<file path="src/rtl/count_sched_if.sv">
// Request/grant bundle between the two requesters and the counter sequencer.
// Pure wiring: no latency; requesters hold req level-high as their only backpressure.
// master = requester side, slave = count_sched.
interface count_sched_if #(
  parameter int WIDTH = 8
);
  logic             req_a;
  logic             req_b;
  logic [WIDTH-1:0] len_a;
  logic [WIDTH-1:0] len_b;
  logic             gnt_a;
  logic             gnt_b;
  logic             busy;
  logic [WIDTH-1:0] cnt;
  logic             done_a;
  logic             done_b;

  modport master (
    output req_a, req_b, len_a, len_b,
    input  gnt_a, gnt_b, busy, cnt, done_a, done_b
  );

  modport slave (
    input  req_a, req_b, len_a, len_b,
    output gnt_a, gnt_b, busy, cnt, done_a, done_b
  );
endinterface

</file>
<file path="src/rtl/count_sched.sv">
// Two-requester counter sequencer; round-robin ties, or A-first when COUNT_SCHED_FIXED_PRIO_EN is defined.
// Latency: grant one edge after req is sampled in IDLE, L grant cycles, then a one-cycle done pulse.
// Backpressure: requests are level-held only; a req raised during RUN/DONE waits, dropping it mid-job aborts.
module count_sched #(
  parameter int WIDTH = 8
) (
  input  logic          clk,
  input  logic          rst,
  count_sched_if.slave  bus
);

  typedef enum logic [1:0] {
    IDLE = 2'd0,
    RUN  = 2'd1,
    DONE = 2'd2
  } state_t;

  // Requester encoding for owner/last: 0 = A, 1 = B.
  localparam logic SEL_A = 1'b0;
  localparam logic SEL_B = 1'b1;

  state_t           state_q, state_d;
  logic             owner_q, owner_d;
  logic             last_q, last_d;
  logic [WIDTH-1:0] len_q, len_d;
  logic [WIDTH-1:0] cnt_q, cnt_d;
  logic             gnt_a_q, gnt_a_d;
  logic             gnt_b_q, gnt_b_d;
  logic             done_a_q, done_a_d;
  logic             done_b_q, done_b_d;
  logic             busy_q, busy_d;

  logic             any_req;
  logic             tie_to_b;
  logic             pick_b;
  logic [WIDTH-1:0] win_len;
  logic             owner_req;
  logic             at_last;

  always_comb begin
    any_req = bus.req_a | bus.req_b;
`ifdef COUNT_SCHED_FIXED_PRIO_EN
    tie_to_b = 1'b0;
`else
    tie_to_b = (last_q == SEL_A);
`endif
    pick_b    = bus.req_b & (~bus.req_a | tie_to_b);
    win_len   = pick_b ? bus.len_b : bus.len_a;
    owner_req = (owner_q == SEL_B) ? bus.req_b : bus.req_a;
    at_last   = (cnt_q == (len_q - WIDTH'(1)));
  end

  always_comb begin
    state_d  = state_q;
    owner_d  = owner_q;
    last_d   = last_q;
    len_d    = len_q;
    cnt_d    = cnt_q;
    gnt_a_d  = gnt_a_q;
    gnt_b_d  = gnt_b_q;
    done_a_d = 1'b0;
    done_b_d = 1'b0;

    case (state_q)
      IDLE: begin
        cnt_d   = '0;
        gnt_a_d = 1'b0;
        gnt_b_d = 1'b0;
        if (any_req) begin
          owner_d = pick_b;
          len_d   = win_len;
          if (win_len != '0) begin
            state_d = RUN;
            gnt_a_d = ~pick_b;
            gnt_b_d = pick_b;
          end else begin
            // Zero-length job completes without ever granting the counter.
            state_d  = DONE;
            done_a_d = ~pick_b;
            done_b_d = pick_b;
          end
        end
      end

      RUN: begin
        if (!owner_req) begin
          state_d = IDLE;
          gnt_a_d = 1'b0;
          gnt_b_d = 1'b0;
          cnt_d   = '0;
          last_d  = owner_q;
        end else if (at_last) begin
          // cnt keeps its final value through the DONE cycle.
          state_d  = DONE;
          gnt_a_d  = 1'b0;
          gnt_b_d  = 1'b0;
          done_a_d = (owner_q == SEL_A);
          done_b_d = (owner_q == SEL_B);
        end else begin
          cnt_d = cnt_q + WIDTH'(1);
        end
      end

      DONE: begin
        state_d = IDLE;
        gnt_a_d = 1'b0;
        gnt_b_d = 1'b0;
        cnt_d   = '0;
        last_d  = owner_q;
      end

      default: begin
        state_d = IDLE;
        gnt_a_d = 1'b0;
        gnt_b_d = 1'b0;
        cnt_d   = '0;
      end
    endcase

    busy_d = (state_d != IDLE);
  end

  always_ff @(posedge clk) begin
    if (rst) begin
      state_q  <= IDLE;
      owner_q  <= SEL_A;
      last_q   <= SEL_B;
      len_q    <= '0;
      cnt_q    <= '0;
      gnt_a_q  <= 1'b0;
      gnt_b_q  <= 1'b0;
      done_a_q <= 1'b0;
      done_b_q <= 1'b0;
      busy_q   <= 1'b0;
    end else begin
      state_q  <= state_d;
      owner_q  <= owner_d;
      last_q   <= last_d;
      len_q    <= len_d;
      cnt_q    <= cnt_d;
      gnt_a_q  <= gnt_a_d;
      gnt_b_q  <= gnt_b_d;
      done_a_q <= done_a_d;
      done_b_q <= done_b_d;
      busy_q   <= busy_d;
    end
  end

  assign bus.gnt_a  = gnt_a_q;
  assign bus.gnt_b  = gnt_b_q;
  assign bus.busy   = busy_q;
  assign bus.cnt    = cnt_q;
  assign bus.done_a = done_a_q;
  assign bus.done_b = done_b_q;

  a_gnt_onehot: assert property (@(posedge clk) disable iff (rst) !(gnt_a_q && gnt_b_q));
  a_done_onehot: assert property (@(posedge clk) disable iff (rst) !(done_a_q && done_b_q));
  a_done_pulse: assert property (@(posedge clk) disable iff (rst)
    (done_a_q || done_b_q) |=> !(done_a_q || done_b_q));

endmodule
</file>
<file path="src/flat_wrapper.sv">
// flat-port wrapper written by rule: the top's interface ports become plain ports
module count_sched_flat 
#(
  parameter int WIDTH = 8
)
  (clk, rst, bus_req_a, bus_req_b, bus_len_a, bus_len_b, bus_gnt_a, bus_gnt_b, bus_busy, bus_cnt, bus_done_a, bus_done_b);
  count_sched_if #(.WIDTH(WIDTH)) bus_i ();
  input  logic clk;
  input  logic rst;
  input wire logic [$bits(bus_i.req_a)-1:0] bus_req_a;
  input wire logic [$bits(bus_i.req_b)-1:0] bus_req_b;
  input wire logic [$bits(bus_i.len_a)-1:0] bus_len_a;
  input wire logic [$bits(bus_i.len_b)-1:0] bus_len_b;
  output wire logic [$bits(bus_i.gnt_a)-1:0] bus_gnt_a;
  output wire logic [$bits(bus_i.gnt_b)-1:0] bus_gnt_b;
  output wire logic [$bits(bus_i.busy)-1:0] bus_busy;
  output wire logic [$bits(bus_i.cnt)-1:0] bus_cnt;
  output wire logic [$bits(bus_i.done_a)-1:0] bus_done_a;
  output wire logic [$bits(bus_i.done_b)-1:0] bus_done_b;
  assign bus_i.req_a = bus_req_a;
  assign bus_i.req_b = bus_req_b;
  assign bus_i.len_a = bus_len_a;
  assign bus_i.len_b = bus_len_b;
  assign bus_gnt_a = bus_i.gnt_a;
  assign bus_gnt_b = bus_i.gnt_b;
  assign bus_busy = bus_i.busy;
  assign bus_cnt = bus_i.cnt;
  assign bus_done_a = bus_i.done_a;
  assign bus_done_b = bus_i.done_b;
  count_sched #(.WIDTH(WIDTH)) u_core (.clk(clk), .rst(rst), .bus(bus_i));
endmodule
</file>
<file path="config.mk">
export PLATFORM = sky130hd
export DESIGN_NAME = count_sched_flat
export DESIGN_NICKNAME = d
export VERILOG_FILES = /design/src/rtl/count_sched_if.sv /design/src/rtl/count_sched.sv /design/src/flat_wrapper.sv
export SDC_FILE = /design/constraint.sdc
export NUM_CORES = 1
export LEC_CHECK = 0
export CAP_MARGIN = 10
export CORE_UTILIZATION = 25
export CTS_CLUSTER_DIAMETER = 30
export DETAILED_ROUTE_END_ITERATION = 8
export DONT_BUFFER_PORTS = 1
export GPL_TIMING_DRIVEN = 0
export PLACE_DENSITY_LB_ADDON = 0.25
export SLEW_MARGIN = 10
export SYNTH_ARGS = -nofsm -noshare
export SYNTH_HDL_FRONTEND = slang
export SYNTH_SLANG_ARGS = --single-unit
</file>
<file path="constraint.sdc">
create_clock -name clk -period 2.05 [get_ports clk]
set_input_delay 0.205 -clock clk [delete_from_list [all_inputs] [get_ports clk]]
set_output_delay 0.205 -clock clk [all_outputs]
set_load 0.02 [all_outputs]
</file>
==> results.tsv <==
metric	value	unit
crit-path max FO	6	
final instance area	1700	µm²
Hold Crit Depth	1	
Max rail drop VDD	0.000254	V
Initial Util	26.0	%
H-tree depth	1	
fin nets	190	
Hold-fix buffers, CTS	0	
Syn Nets	178	
Synth async-reset ratio	0	%
I/O pin count	33	
GRT Util Overall	12.3	%
r2r endpoint	u_core.bus.done_a$_SDFF_PP0_	
Inst Count DP	228	
Seq/Total Area, Yosys	34.9	%
unrepaired setup endpoints after global routing	true	
total number of vias	1165	
setup TNS	0	ns
Num CTS Buffers	3	
main flop type after synthesis	dfxtp_1	
vias per cell	4.87	
GPL Wtd Cong	0.752	
Clk Latency, worst-skew pair	0.27	ns
Fmax	490	MHz
hold-critical path endpoint	u_core.bus.busy$_SDFF_PP0_	
share of post-route cells with drive strength above 1	22.2	%
setup ws final	0.0112	ns
Critical Path RT	2.24	ns
post-detailed-route count of antenna-violating nets	0	
crit path capture type	register	
die area	6040	µm²
total grt overflow	0	
Slew @ Worst Pin	0.595	ns
number of max-cap violations	0	
Final Hold Fails	0	
WL/cell	15.0	µm
hold path start	rst	
length of the first detailed-routing pass in iterations	4	
starting DRC count in detailed routing	97	
Pwr per Cell Area	687	nW/µm²
clk sink count	25	
Pins Over Slew Limit	0	
worst reg2reg path startpoint	u_core.len_q[1]$_SDFFE_PP0P_	
DRC Markers	0	
final worst path period need	2.04	ns
drt total wl	3580	µm
Site Rows	27	
CP arrival	2.23	ns
initial antenna violation count	0	
Distinct cells, synth	46	
critical path class	register to register	
Final period util	99.5	%
die height	77.7	µm
Area Overhead vs Synth	18.6	%
Fill cells	590	
Leak	0.590	nW
clock skew	0.00752	ns
number of global-route vias before repair	1167	
worst rel slew slack	60.1	%
Root Driver	clkbuf_8	
Register-to-Register Path Depth	9	
EDFF count, synth	0	
worst hold path class	primary input to register	
mapped cell area	1430	µm²
clk slew on worst S/H paths	0.10	ns
Synth Instances	156	
final cell count without fillers	239	
PortBufs	0	
Ant. Diodes	0	
CTS tree	done	
post-synthesis register bit count	25	
worst hold slack	0.00774	ns
Avg Cell Area, Syn	9.19	µm²
largest net degree at the start of global routing	17	
Max clock buf depth	2	
Worst setup SP type	register	
final setup violation count	0	
status	complete, no violations	
core area	5510	µm²
Synth warnings	0	
Worst R2R Setup Slack	0.01	ns
first-pass GRT wire length	5870	µm
Die W	77.7	µm
Placed Area	1530	µm²
DP HPWL	2610	µm
Setup WS pre-CTS	-0.141	ns
## worst max path at each step
stage,startpoint,endpoint,cells past startpoint
2_1_floorplan,u_core.len_q[0]$_SDFFE_PP0P_,u_core.bus.done_a$_SDFF_PP0_,8
3_3_place_gp,u_core.len_q[0]$_SDFFE_PP0P_,u_core.bus.done_a$_SDFF_PP0_,8
3_5_place_dp,u_core.len_q[0]$_SDFFE_PP0P_,u_core.bus.done_a$_SDFF_PP0_,8
4_1_cts,u_core.len_q[1]$_SDFFE_PP0P_,u_core.bus.done_b$_SDFF_PP0_,9
5_1_grt,u_core.len_q[1]$_SDFFE_PP0P_,u_core.bus.done_a$_SDFF_PP0_,9
6_report,u_core.len_q[1]$_SDFFE_PP0P_,u_core.bus.done_a$_SDFF_PP0_,9
## registers in the layout (all words and copies together), names as in the netlist
name and flops:
u_core.bus.gnt_a 1, u_core.owner_q 1, u_core.bus.busy 1, u_core.len_q 8
u_core.bus.done_a 1, u_core.bus.cnt 8, u_core.last_q 1, u_core.bus.gnt_b 1
u_core.state_q 2, u_core.bus.done_b 1
## layer usage
| metal | vias to the layer above | track usage [%] | wire length (µm) |
|---|---|---|---|
| li1 | 594 | - | - |
| met4 | 0 | 2.83 | 23 |
| met1 | 551 | 15.9 | 1560 |
| met2 | 16 | 20.9 | 1870 |
| met3 | 4 | 2.59 | 134 |
| met5 | - | 0 | 0 |
## final cells by class
cell class / count / area, µm² / share of cell area [%]
repair buffers: 7 / 52.6 / 3.09
plain buffers: 5 / 23.8 / 1.40
clock inverters: 1 / 8.76 / 0.515
flip-flops and latches: 25 / 514 / 30.2
clock buffers: 3 / 41.3 / 2.43
inverters: 4 / 15.0 / 0.883
well taps: 72 / 90.1 / 5.30
multi-input cells: 122 / 955 / 56.1
## cell usage after synthesis, types with 2 or more instances
cell / count / area (µm²)
and2_1: 2 / 12.5
a22o_1: 2 / 17.5
nand3_1: 6 / 30.0
xor2_1: 3 / 26.3
nand2b_1: 7 / 43.8
inv_1: 4 / 15.0
nor3_1: 2 / 10.0
a221o_1: 2 / 20.0
a21oi_1: 8 / 40.0
mux2i_1: 9 / 90.1
nor4_1: 4 / 25.0
ha_1: 2 / 25.0
clkbuf_1: 2 / 7.51
dfxtp_1: 25 / 500
a21o_1: 2 / 15.0
xnor2_1: 10 / 87.6
nor2_1: 19 / 71.3
a211oi_1: 8 / 60.1
buf_2: 2 / 10.0
o21ai_0: 4 / 20.0
or3_1: 2 / 12.5
o32ai_2: 2 / 32.5
nand4_1: 2 / 12.5
nand2_1: 5 / 18.8
## power breakdown
part	internal [W]	switching [W]	total, W
sequential	0.000519	0.0000443	0.000563
clock	0.000143	0.000173	0.000316
combinational	0.000140	0.000149	0.000289
total	0.000801	0.000366	0.00117
## cell usage in the layout, fill, tap and decap left out, types with 4 or more instances in the layout
cell type  Yosys  layout
nand3_1        6       6
mux2i_1        9       9
a21oi_1        8       7
xnor2_1       10       9
o21ai_0        4       4
nand2b_1       7       7
a211oi_1       8       8
nor2_1        19      19
nand2_1        5       5
buf_4          0       7
nor4_1         4       4
dfxtp_1       25      18
dfxtp_2        0       5
## timing repair
action,CTS,global route
setup buffers,7,0
endpoints found under the setup margin,7,14
pin swaps,2,0
gates resized for setup,3,14
## cells by family (layout without fill, tap and decap cells)
kind of cell	Yosys count	count (layout)	synth area share [%]
AOI/OAI and AO/OA	37	37	21.8
xor gates and xnor gates	13	13	7.94
muxes	9	9	6.28
DFF	25	25	34.9
and+or+nand+nor	61	61	24.8
buffers and inverters	9	20	2.53
adders and majority gates	2	2	1.74
## metrics by stage
step           util (%)  total power, W
6_report           30.9         0.00117
5_1_grt            30.9         0.00124
4_1_cts            29.7         0.00115
3_5_place_dp       27.8        0.000810
3_3_place_gp       27.8        0.000810
2_1_floorplan         -        0.000764
## critical path, stage by stage (launching register included)
cell and delay [ns]:
dfxtp_4 0.37, inv_2 0.04, ha_4 0.25, xor2_1 0.13, nand2_1 0.11, nor4b_4 0.28, buf_4 0.18, nand2_4 0.08
or3_4 0.37, o32ai_2 0.14
Power figures use the tool's default switching activity.
